===== config.mk =====
export PLATFORM = sky130hd
export DESIGN_NAME = spi_stim_gen
export DESIGN_NICKNAME = d
export VERILOG_FILES = /design/src/rtl/spi_stim_pkg.sv /design/src/rtl/stim_exp_fifo.sv /design/src/rtl/spi_stim_gen.sv
export SDC_FILE = /design/constraint.sdc
export NUM_CORES = 1
export LEC_CHECK = 0
export BUFFER_PORTS_ARGS = -buffer_cell sky130_fd_sc_hd__buf_2
export CORE_ASPECT_RATIO = 1.2
export CORE_UTILIZATION = 59
export CTS_CLUSTER_SIZE = 20
export DETAILED_ROUTE_END_ITERATION = 8
export PLACE_DENSITY_LB_ADDON = 0.15
export SYNTH_ARGS = -nofsm -noshare
export SYNTH_HDL_FRONTEND = slang
export SYNTH_SLANG_ARGS = --single-unit

===== constraint.sdc =====
create_clock -name clk_i -period 14.8 [get_ports clk_i]
set_input_delay 1.48 -clock clk_i [delete_from_list [all_inputs] [get_ports clk_i]]
set_output_delay 1.48 -clock clk_i [all_outputs]
set_load 0.02 [all_outputs]

===== src/rtl/spi_stim_pkg.sv =====
// Shared encodings, default LFSR taps and a saturating counter helper
// for the SPI stimulus generator.
package spi_stim_pkg;

    typedef enum logic [1:0] {
        MODE_INC   = 2'd0,
        MODE_LFSR  = 2'd1,
        MODE_FIXED = 2'd2,
        MODE_WALK  = 2'd3
    } stim_mode_e;

    typedef enum logic [1:0] {
        ST_IDLE  = 2'd0,
        ST_COUNT = 2'd1,
        ST_ISSUE = 2'd2,
        ST_DONE  = 2'd3
    } stim_state_e;

    localparam logic [47:0] DEFAULT_LFSR_POLY = 48'hB4_0000_0000_01;
    localparam int          CNT_WIDTH         = 16;

    // Counters stick at all-ones instead of wrapping back to zero.
    function automatic logic [CNT_WIDTH-1:0] sat_inc(input logic [CNT_WIDTH-1:0] v);
        return (v == '1) ? v : v + CNT_WIDTH'(1);
    endfunction

endpackage


===== src/rtl/stim_exp_fifo.sv =====
// Expected-data FIFO: holds issued words until the matching slave frame returns.
// A pop in the same cycle as a push frees the slot, so push is accepted even when full.
module stim_exp_fifo #(
    parameter int WIDTH = 48,
    parameter int DEPTH = 4
) (
    input  logic             clk_i,
    input  logic             rst_n_i,
    input  logic             flush_i,
    input  logic             push_i,
    input  logic             pop_i,
    input  logic [WIDTH-1:0] data_i,
    output logic [WIDTH-1:0] head_o,
    output logic             full_o,
    output logic             empty_o
);

    localparam int AW = $clog2(DEPTH);

    logic [WIDTH-1:0] mem_q [DEPTH];
    logic [WIDTH-1:0] mem_d [DEPTH];
    logic [AW-1:0]    wr_ptr_q, wr_ptr_d;
    logic [AW-1:0]    rd_ptr_q, rd_ptr_d;
    logic [AW:0]      count_q, count_d;
    logic             do_push;
    logic             do_pop;

    assign full_o  = (count_q == (AW+1)'(DEPTH));
    assign empty_o = (count_q == '0);
    assign head_o  = mem_q[rd_ptr_q];
    assign do_pop  = pop_i && !empty_o;
    assign do_push = push_i && (!full_o || do_pop);

    always_comb begin
        mem_d    = mem_q;
        wr_ptr_d = wr_ptr_q;
        rd_ptr_d = rd_ptr_q;
        count_d  = count_q;
        if (flush_i) begin
            wr_ptr_d = '0;
            rd_ptr_d = '0;
            count_d  = '0;
        end else begin
            if (do_push) begin
                mem_d[wr_ptr_q] = data_i;
                wr_ptr_d        = wr_ptr_q + AW'(1);
            end
            if (do_pop) begin
                rd_ptr_d = rd_ptr_q + AW'(1);
            end
            count_d = count_q + (AW+1)'(do_push) - (AW+1)'(do_pop);
        end
    end

    always_ff @(posedge clk_i or negedge rst_n_i) begin
        if (!rst_n_i) begin
            for (int i = 0; i < DEPTH; i++) begin
                mem_q[i] <= '0;
            end
            wr_ptr_q <= '0;
            rd_ptr_q <= '0;
            count_q  <= '0;
        end else begin
            mem_q    <= mem_d;
            wr_ptr_q <= wr_ptr_d;
            rd_ptr_q <= rd_ptr_d;
            count_q  <= count_d;
        end
    end

endmodule


===== src/rtl/spi_stim_gen.sv =====
// Stimulus generator and loopback checker for the bidirectional SPI controller.
// Issues patterned write frames at a fixed spacing and scores returned slave frames.
module spi_stim_gen
    import spi_stim_pkg::*;
#(
    parameter int                    DATA_WIDTH   = 48,
    parameter int                    RX_WIDTH     = 64,
    parameter int                    PERIOD_WIDTH = 16,
    parameter int                    EXP_DEPTH    = 4,
    parameter logic [DATA_WIDTH-1:0] LFSR_POLY    = DATA_WIDTH'(DEFAULT_LFSR_POLY)
) (
    input  logic                    clk_i,
    input  logic                    rst_n_i,
    input  logic                    enable_i,
    input  logic [1:0]              mode_i,
    input  logic [PERIOD_WIDTH-1:0] period_i,
    input  logic [15:0]             burst_len_i,
    input  logic [DATA_WIDTH-1:0]   seed_i,
    input  logic                    wr_busy_i,
    output logic                    wr_en_o,
    output logic [DATA_WIDTH-1:0]   wr_data_o,
    input  logic                    rx_vld_i,
    input  logic [RX_WIDTH-1:0]     rx_data_i,
    output logic [15:0]             tx_count_o,
    output logic [15:0]             rx_count_o,
    output logic [15:0]             err_count_o,
    output logic                    done_o
);

    logic [1:0]              rst_sync_q, rst_sync_d;
    logic                    rst_n;

    stim_state_e             state_q, state_d;
    stim_mode_e              mode_q, mode_d;
    logic [PERIOD_WIDTH-1:0] period_q, period_d;
    logic [15:0]             burst_q, burst_d;
    logic [PERIOD_WIDTH-1:0] cnt_q, cnt_d;
    logic [DATA_WIDTH-1:0]   pattern_q, pattern_d;
    logic [15:0]             tx_count_q, tx_count_d;
    logic [15:0]             rx_count_q, rx_count_d;
    logic [15:0]             err_count_q, err_count_d;
    logic                    wr_en_q, wr_en_d;
    logic [DATA_WIDTH-1:0]   wr_data_q, wr_data_d;
    logic                    done_q, done_d;

    logic [PERIOD_WIDTH-1:0] period_last;
    logic [DATA_WIDTH-1:0]   pattern_init;
    logic [DATA_WIDTH-1:0]   pattern_next;
    logic                    fifo_push, fifo_pop, fifo_flush;
    logic                    fifo_full, fifo_empty;
    logic [DATA_WIDTH-1:0]   fifo_head;

    // Reset asserts asynchronously but releases only on a clock edge.
    always_comb begin
        rst_sync_d = {rst_sync_q[0], 1'b1};
    end

    always_ff @(posedge clk_i or negedge rst_n_i) begin
        if (!rst_n_i) begin
            rst_sync_q <= 2'b00;
        end else begin
            rst_sync_q <= rst_sync_d;
        end
    end

    assign rst_n = rst_sync_q[1];

    generate
        if (RX_WIDTH > DATA_WIDTH) begin : g_rx_hi
            logic unused_rx_hi;
            assign unused_rx_hi = ^rx_data_i[RX_WIDTH-1:DATA_WIDTH];
        end
    endgenerate

    assign period_last = ((period_q == '0) ? PERIOD_WIDTH'(1) : period_q) - PERIOD_WIDTH'(1);

    always_comb begin
        case (stim_mode_e'(mode_i))
            MODE_LFSR: pattern_init = (seed_i == '0) ? DATA_WIDTH'(1) : seed_i;
            MODE_WALK: pattern_init = DATA_WIDTH'(1);
            default:   pattern_init = seed_i;
        endcase
    end

    always_comb begin
        case (mode_q)
            MODE_INC:   pattern_next = pattern_q + DATA_WIDTH'(1);
            MODE_LFSR:  pattern_next = (pattern_q >> 1) ^ (pattern_q[0] ? LFSR_POLY : '0);
            MODE_WALK:  pattern_next = {pattern_q[DATA_WIDTH-2:0], pattern_q[DATA_WIDTH-1]};
            default:    pattern_next = pattern_q;
        endcase
    end

    // Sequencer: idle -> period count -> issue (stall on busy/full) -> repeat or done.
    always_comb begin
        state_d    = state_q;
        mode_d     = mode_q;
        period_d   = period_q;
        burst_d    = burst_q;
        cnt_d      = cnt_q;
        pattern_d  = pattern_q;
        tx_count_d = tx_count_q;
        wr_en_d    = 1'b0;
        wr_data_d  = wr_data_q;
        done_d     = 1'b0;
        fifo_push  = 1'b0;
        fifo_flush = 1'b0;

        if (!enable_i) begin
            state_d    = ST_IDLE;
            fifo_flush = 1'b1;
        end else begin
            case (state_q)
                ST_IDLE: begin
                    mode_d     = stim_mode_e'(mode_i);
                    period_d   = period_i;
                    burst_d    = burst_len_i;
                    pattern_d  = pattern_init;
                    tx_count_d = '0;
                    cnt_d      = '0;
                    fifo_flush = 1'b1;
                    state_d    = ST_COUNT;
                end
                ST_COUNT: begin
                    if (cnt_q == period_last) begin
                        cnt_d   = '0;
                        state_d = ST_ISSUE;
                    end else begin
                        cnt_d = cnt_q + PERIOD_WIDTH'(1);
                    end
                end
                ST_ISSUE: begin
                    if (!wr_busy_i && !fifo_full) begin
                        wr_en_d    = 1'b1;
                        wr_data_d  = pattern_q;
                        fifo_push  = 1'b1;
                        pattern_d  = pattern_next;
                        tx_count_d = sat_inc(tx_count_q);
                        cnt_d      = '0;
                        if (burst_q != '0 && tx_count_d == burst_q) begin
                            state_d = ST_DONE;
                        end else begin
                            state_d = ST_COUNT;
                        end
                    end
                end
                ST_DONE: begin
                    done_d = 1'b1;
                end
                default: begin
                    state_d = ST_IDLE;
                end
            endcase
        end
    end

    // Loopback checker: every returned frame consumes one expected word if available.
    always_comb begin
        rx_count_d  = rx_count_q;
        err_count_d = err_count_q;
        fifo_pop    = 1'b0;
        if (state_q == ST_IDLE) begin
            if (enable_i) begin
                rx_count_d  = '0;
                err_count_d = '0;
            end
        end else if (rx_vld_i) begin
            rx_count_d = sat_inc(rx_count_q);
            if (!fifo_empty) begin
                fifo_pop = 1'b1;
                if (rx_data_i[DATA_WIDTH-1:0] != fifo_head) begin
                    err_count_d = sat_inc(err_count_q);
                end
            end else begin
                err_count_d = sat_inc(err_count_q);
            end
        end
    end

    always_ff @(posedge clk_i or negedge rst_n) begin
        if (!rst_n) begin
            state_q     <= ST_IDLE;
            mode_q      <= MODE_INC;
            period_q    <= '0;
            burst_q     <= '0;
            cnt_q       <= '0;
            pattern_q   <= '0;
            tx_count_q  <= '0;
            rx_count_q  <= '0;
            err_count_q <= '0;
            wr_en_q     <= 1'b0;
            wr_data_q   <= '0;
            done_q      <= 1'b0;
        end else begin
            state_q     <= state_d;
            mode_q      <= mode_d;
            period_q    <= period_d;
            burst_q     <= burst_d;
            cnt_q       <= cnt_d;
            pattern_q   <= pattern_d;
            tx_count_q  <= tx_count_d;
            rx_count_q  <= rx_count_d;
            err_count_q <= err_count_d;
            wr_en_q     <= wr_en_d;
            wr_data_q   <= wr_data_d;
            done_q      <= done_d;
        end
    end

    stim_exp_fifo #(
        .WIDTH (DATA_WIDTH),
        .DEPTH (EXP_DEPTH)
    ) u_exp_fifo (
        .clk_i   (clk_i),
        .rst_n_i (rst_n),
        .flush_i (fifo_flush),
        .push_i  (fifo_push),
        .pop_i   (fifo_pop),
        .data_i  (pattern_q),
        .head_o  (fifo_head),
        .full_o  (fifo_full),
        .empty_o (fifo_empty)
    );

    assign wr_en_o     = wr_en_q;
    assign wr_data_o   = wr_data_q;
    assign tx_count_o  = tx_count_q;
    assign rx_count_o  = rx_count_q;
    assign err_count_o = err_count_q;
    assign done_o      = done_q;

endmodule

Yosys cells after proc, flatten, opt, wreduce, memory -nomap -nowiden --
Index checks and enable logic that the tools add are counted.
Word-level totals: flip-flop bits (word level) 399, bits in latches 0, RAM bits 0, bits in read-only memories 0, bits of input ports 151, output and inout bits 98, memories 0
Cells by class: $add $sub $neg 10, multiply operators 0, divide/modulo/power cells 0, $lt $le $gt $ge 3, equal/unequal tests 21, shift operators 0, muxes and demuxes 48, bitwise logic cells 4, reduce and logical (&&, ||, !) cells 30
Operators with widths (number):
- 2-to-1 mux 48 bit | 6
- 2-to-1 mux 16 bit | 14
- bitwise mux 192 bit | 1
- case mux 48 bit (2 select lines) | 2
- case mux 48 bit (3 select lines) | 1
- binary-select mux 48 bit (select 2 bit) | 1
- demux 48 bit (select 2 bit) | 1
- adder 16 x 1 -> 16 bit, second input constant | 4
- adder 48 x 1 -> 48 bit, second input constant | 1
- == test 16 bit, second input constant | 3
- logical NOT 48 bit | 1
- != test 48 bit | 1
- case mux 16 bit (3 select lines) | 1
- bitwise XOR 47 x 48 -> 48 bit | 1
- == test 16 bit | 2
- case mux 16 bit (2 select lines) | 1
- AND reduction 3 bit | 6
- logical NOT 16 bit | 1
- 2-to-1 mux 2 bit | 8
- nonzero test 16 bit | 1
- subtractor 16 x 1 -> 16 bit, second input constant | 1
- 2-to-1 mux 1 bit | 10
- == test 2 bit, second input constant | 4
- nonzero test 2 bit | 4
- other kinds (23) | 40

Logic depth before layout (Yosys ltp) --
depth in word-level cells 10, mapped depth 14, mapped depth without buffers 12

Hierarchy --
A second synthesis with hierarchy kept.
Second synthesis, totals: cells, all modules 2071, area total of the unflattened synthesis 21623.2 µm²
Modules (own cells, without submodules):
- spi_stim_gen | instances 1, cells an instance 1559, area an instance 12734.7 µm², seq. area each 5004.8 µm²
- stim_exp_fifo | instances 1, cells an instance 512, area an instance 8888.5 µm², seq. area each 4979.8 µm²

Least setup slack after synthesis --
Ideal clock, no wire load.
kind reg-to-reg, start register period_q[4], end register state_q[1], library setup time 0.132 ns, data arrival time 3.300 ns, required time 14.668 ns, setup slack 11.368 ns, cell stages (with the launch flop) 15, period minus slack after synthesis 3.432 ns, path through dfrtp_1 -> clkbuf_1 -> or4_1 -> nor3_1 -> a21oi_1 -> ha_1 -> xnor2_1 -> xnor2_1 -> a211oi_1 -> and3_1 -> nand4b_1 -> o41a_1 -> buf_6 -> o211ai_1 -> o41ai_1
On the way: word-level cells in the longest chain between the ends 6
RTL lines:
- start, declared | RTL line spi_stim_gen.sv:35 | logic [PERIOD_WIDTH-1:0] period_q, period_d;
- start signal, assigned | RTL line spi_stim_gen.sv:197 | period_q <= period_d;
- logical NOT 16 bit | RTL line spi_stim_gen.sv:75 | assign period_last = ((period_q == '0) ? PERIOD_WIDTH'(1) : period_q) - PERIOD_WIDTH'(1);
- 2-to-1 mux 16 bit * | RTL line spi_stim_gen.sv:75
- subtractor 16 x 1 -> 16 bit * | RTL line spi_stim_gen.sv:75
- == test 16 bit * | RTL line spi_stim_gen.sv:125 | if (cnt_q == period_last) begin
- != test 3 bit (no source line) *
- AND reduction 3 bit (no source line) *
- end signal, assigned | RTL line spi_stim_gen.sv:195 | state_q <= state_d;
- end, declared | RTL line spi_stim_gen.sv:33 | stim_state_e state_q, state_d;
Every way passes the cells marked *; elsewhere a longest branch is shown, timed or not. A chain may end at the register's enable or synchronous reset.

Final worst setup path --
start register u_exp_fifo.rd_ptr_q[0], end register err_count_q[2] (netlist: err_count_o[2])
On the way: word-level cells in the longest chain between the ends 7
RTL lines:
- start, declared | RTL line stim_exp_fifo.sv:23 | logic [AW-1:0] rd_ptr_q, rd_ptr_d;
- start signal, assigned | RTL line stim_exp_fifo.sv:66 | rd_ptr_q <= rd_ptr_d;
- NOT 2 -> 3 bit (implied by the code) | RTL line stim_exp_fifo.sv:30 | assign head_o = mem_q[rd_ptr_q];
- binary-select mux 48 bit (select 2 bit) | RTL line stim_exp_fifo.sv:30
- 2-to-1 mux 48 bit (implied by the code) (2 in a row) | RTL line stim_exp_fifo.sv:30
- != test 48 bit | RTL line spi_stim_gen.sv:171 | if (rx_data_i[DATA_WIDTH-1:0] != fifo_head) begin
- nonzero test 3 bit (no source line)
- AND reduction 3 bit (no source line)
- end signal, assigned | RTL line spi_stim_gen.sv:203 | err_count_q <= err_count_d;
- end, declared | RTL line spi_stim_gen.sv:41 | logic [15:0] err_count_q, err_count_d;
No other way between the ends. The select of a mux whose other input is x is not followed.

==> out/qor.yml <==
cts:
  cts-buffers-inserted: 42
  cts_resized: 0
  clock_latency_ps: 560
  cts_tree: "yes"
  cts-root-buf: "clkbuf_16"
  post-cts-setup-buffer-count: 0
  clock_path_buffers: 3
  cts.sinks: 399
  cts_hold_buf: 0
  path_clk_slew_ps: 60
  htreeDepth: 2
final_layout:
  syn2layout_area_growth_pct: 12.6
  fill_cells: 2824
  fin_cells: 2803
  drive_gt1_share_pct: 25.1
  final_nets: 2468
  final_area_um2: 24400
floorplanning:
  die_h_um: 212
  num_io_pins: 249
  die-area_um2: 37500
  initial_core_util_pct: 60.1
  core.rowCount: 76
  coreArea_um2: 36000
  die_w_um: 177
routing:
  drt-initial-drc-count: 1552
  via_per_inst: 6.18
  routed_wl_um: 58500
  drc: 0
  wire_per_inst_um: 20.9
  vias: 17300
  ant_nets: 0
  dr.pass1.iters: 6
timing:
  rsz0062_at_grt: "no"
  clock-skew-final_ps: 19.6
  tns_ps: 0
  min_period_over_period_pct: 30.3
  worst_pin_slew_ps: 1100
  max_freq_mhz: 223
  fin_crit_ps: 4490
  timing.final.hold_violations: 0
  slew_violations: 0
  worst_slack_ps: 10310
  setup_viol: 0
  slew_headroom_pct: 26.7
yosys:
  ys_async_sr_fraction_pct: 100
  yosys-top-cells-area: "dfrtp_1 46%, mux2_2 9.9%, nand2_1 6.4%, mux2i_1 3.6%, mux4_2 3.5%"
  yosysUniqueCellTypes: 79
  yosysMostFrequentCell: "dfrtp_1"
  seq_area_frac_synth_pct: 46.1
  netlist_top_cells_count: "399 x dfrtp_1, 368 x nand2_1, 191 x mux2_2"
  synthesis.nets: 2340
  yosys_warnings: 0
  synth.cell_area_um2: 21700
  synth-seq-cells: 399
  avgSynthCellArea_um2: 9.98
  yosysTopAreaCell: "dfrtp_1"
  synth_top_area_share_pct: 46.1
  synth_top_flop_cell: "dfrtp_1"
  postSynthCellCount: 2171
  synth_edf_count: 0
power:
  ir_drop_mv: 0.105
  powerDensity_nw_per_um2: 152
  power_leakage_nw: 11.5
  total_power_mw: 3.71
placed_design:
  dp.cells: 2723
  gp_congestion: 0.898
  pre_cts_ws_ps: 10340
  place_area_um2: 22900
  io_buffers: 232
  dpl.hpwl_um: 39000
worst_setup_path:
  critPathLaunchType: "flop"
  crit_path_end_kind: "flop"
  critical_path.max_fanout: 53
  critPathArrivalTime_ps: 4930
  reg2regPathDepth: 8
  r2r_end: "err_count_o[2]$_DFFE_PN0P_"
  critPathRequiredTime_ps: 15240
  path_class: "reg -> reg"
  r2r-start: "u_exp_fifo.rd_ptr_q[0]$_DFFE_PN0P_"
  rrSetupSlack_ps: 10310
grt:
  grt_usage_pct: 31.5
  grt_max_degree: 87
  grt-ovfl-total: 0
  met1_usage_pct: 40.5
  grt_antenna_before_repair: 3
  grt_first_pass_wirelength_um: 92300
  grt_use_met3_pct: 4.22
  grt_pass1_vias: 17000
  met2_usage_pct: 54.4
  top_usage_layer: "met2"
min_path:
  hp-class: "reg -> async"
job:
  cap_violations: 0
status:
  status: "complete, no violations"
where the power goes:
group,total [mW],switching (mW),internal [mW],leakage [nW]
Clock,1.11,0.448,0.657,0.716
Combinational,0.987,0.583,0.404,5.35
Sequential,1.62,0.364,1.25,5.39
critical path: stages, from the launching register on:
cell	delay (ps)
dfrtp_2	430
buf_4	750
mux4_2	610
xnor2_1	340
nand4_1	290
or4_1	630
o31ai_4	900
o311ai_0	250
o41ai_1	110
cell families after synthesis:
group                      share of synthesized area [%]
muxes                                               17.0
xor gates and xnor gates                            4.81
other                                             0.0173
adders and majority gates                           1.07
and+or+nand+nor                                     16.3
buffers and inverters                               3.94
DFF                                                 46.1
AOI/OAI and AO/OA                                   10.8
worst max-delay path by stage:
stage	from	to	slack, ps	depth (start not counted)
6_report	u_exp_fifo.rd_ptr_q[0]$_DFFE_PN0P_	err_count_o[2]$_DFFE_PN0P_	10310	8
5_1_grt	u_exp_fifo.rd_ptr_q[0]$_DFFE_PN0P_	err_count_o[6]$_DFFE_PN0P_	9940	8
4_1_cts	u_exp_fifo.rd_ptr_q[0]$_DFFE_PN0P_	err_count_o[2]$_DFFE_PN0P_	10270	8
3_5_place_dp	u_exp_fifo.rd_ptr_q[0]$_DFFE_PN0P_	err_count_o[2]$_DFFE_PN0P_	10340	8
3_3_place_gp	u_exp_fifo.rd_ptr_q[0]$_DFFE_PN0P_	err_count_o[2]$_DFFE_PN0P_	10410	8
2_1_floorplan	rst_sync_q[1]$_DFF_PN0_	burst_q[0]$_DFFE_PN0P_	2860	0
layout make-up:
type / count / area (um2) / area share [%]
tap: 468 / 586 / 2.40
clock buffer: 55 / 1150 / 4.72
multi-input combinational: 1560 / 10900 / 44.6
clock inverter: 23 / 294 / 1.21
inverter: 40 / 150 / 0.616
antenna: 2 / 5.00 / 0.0205
sequential: 399 / 10000 / 41.0
timing repair buffer: 256 / 1340 / 5.50
routing by layer:
| layer | up-vias | routed length [um] |
|---|---|---|
| li1 | 7977 | - |
| met1 | 8672 | 23900 |
| met2 | 576 | 29500 |
| met3 | 104 | 3250 |
| met4 | 2 | 1820 |
| met5 | - | 14 |
per-stage QoR:
stage	hold slack, ps	util, %
2_1_floorplan	331	-
3_3_place_gp	322	63.6
3_5_place_dp	336	63.6
4_1_cts	336	67.7
5_1_grt	362	67.7
6_report	307	67.7
placed cells by master, fill, tap and decap left out, types with 10 or more instances in the layout:
master	n
dfrtp_1	394
nand2_1	364
buf_2	232
mux2_2	191
o21ai_0	119
a21oi_1	95
nor2_1	89
xnor2_1	82
mux2i_1	77
nand3_1	47
nor3_1	42
clkbuf_16	42
inv_1	38
xor2_1	37
and3_1	36
nand4_1	36
mux4_2	34
nor4_1	31
o211ai_1	28
buf_4	24
o31ai_1	18
or3_1	16
ha_1	16
a31oi_1	13
or4_1	12
o21a_1	11
clkinv_2	11
a211oi_1	10
state kept, by name, summed over array words and instances (netlist names):
signal	cells
u_exp_fifo.rd_ptr_q	2
err_count_o	16
burst_q	16
u_exp_fifo.mem_q	192
tx_count_o	16
u_exp_fifo.count_q	3
done_o	1
wr_en_o	1
mode_q	2
period_q	16
wr_data_o	48
state_q	2
rx_count_o	16
rst_sync_q	2
cnt_q	16
pattern_q	48
u_exp_fifo.wr_ptr_q	2
Note: power is estimated with default switching activity, not from simulation.
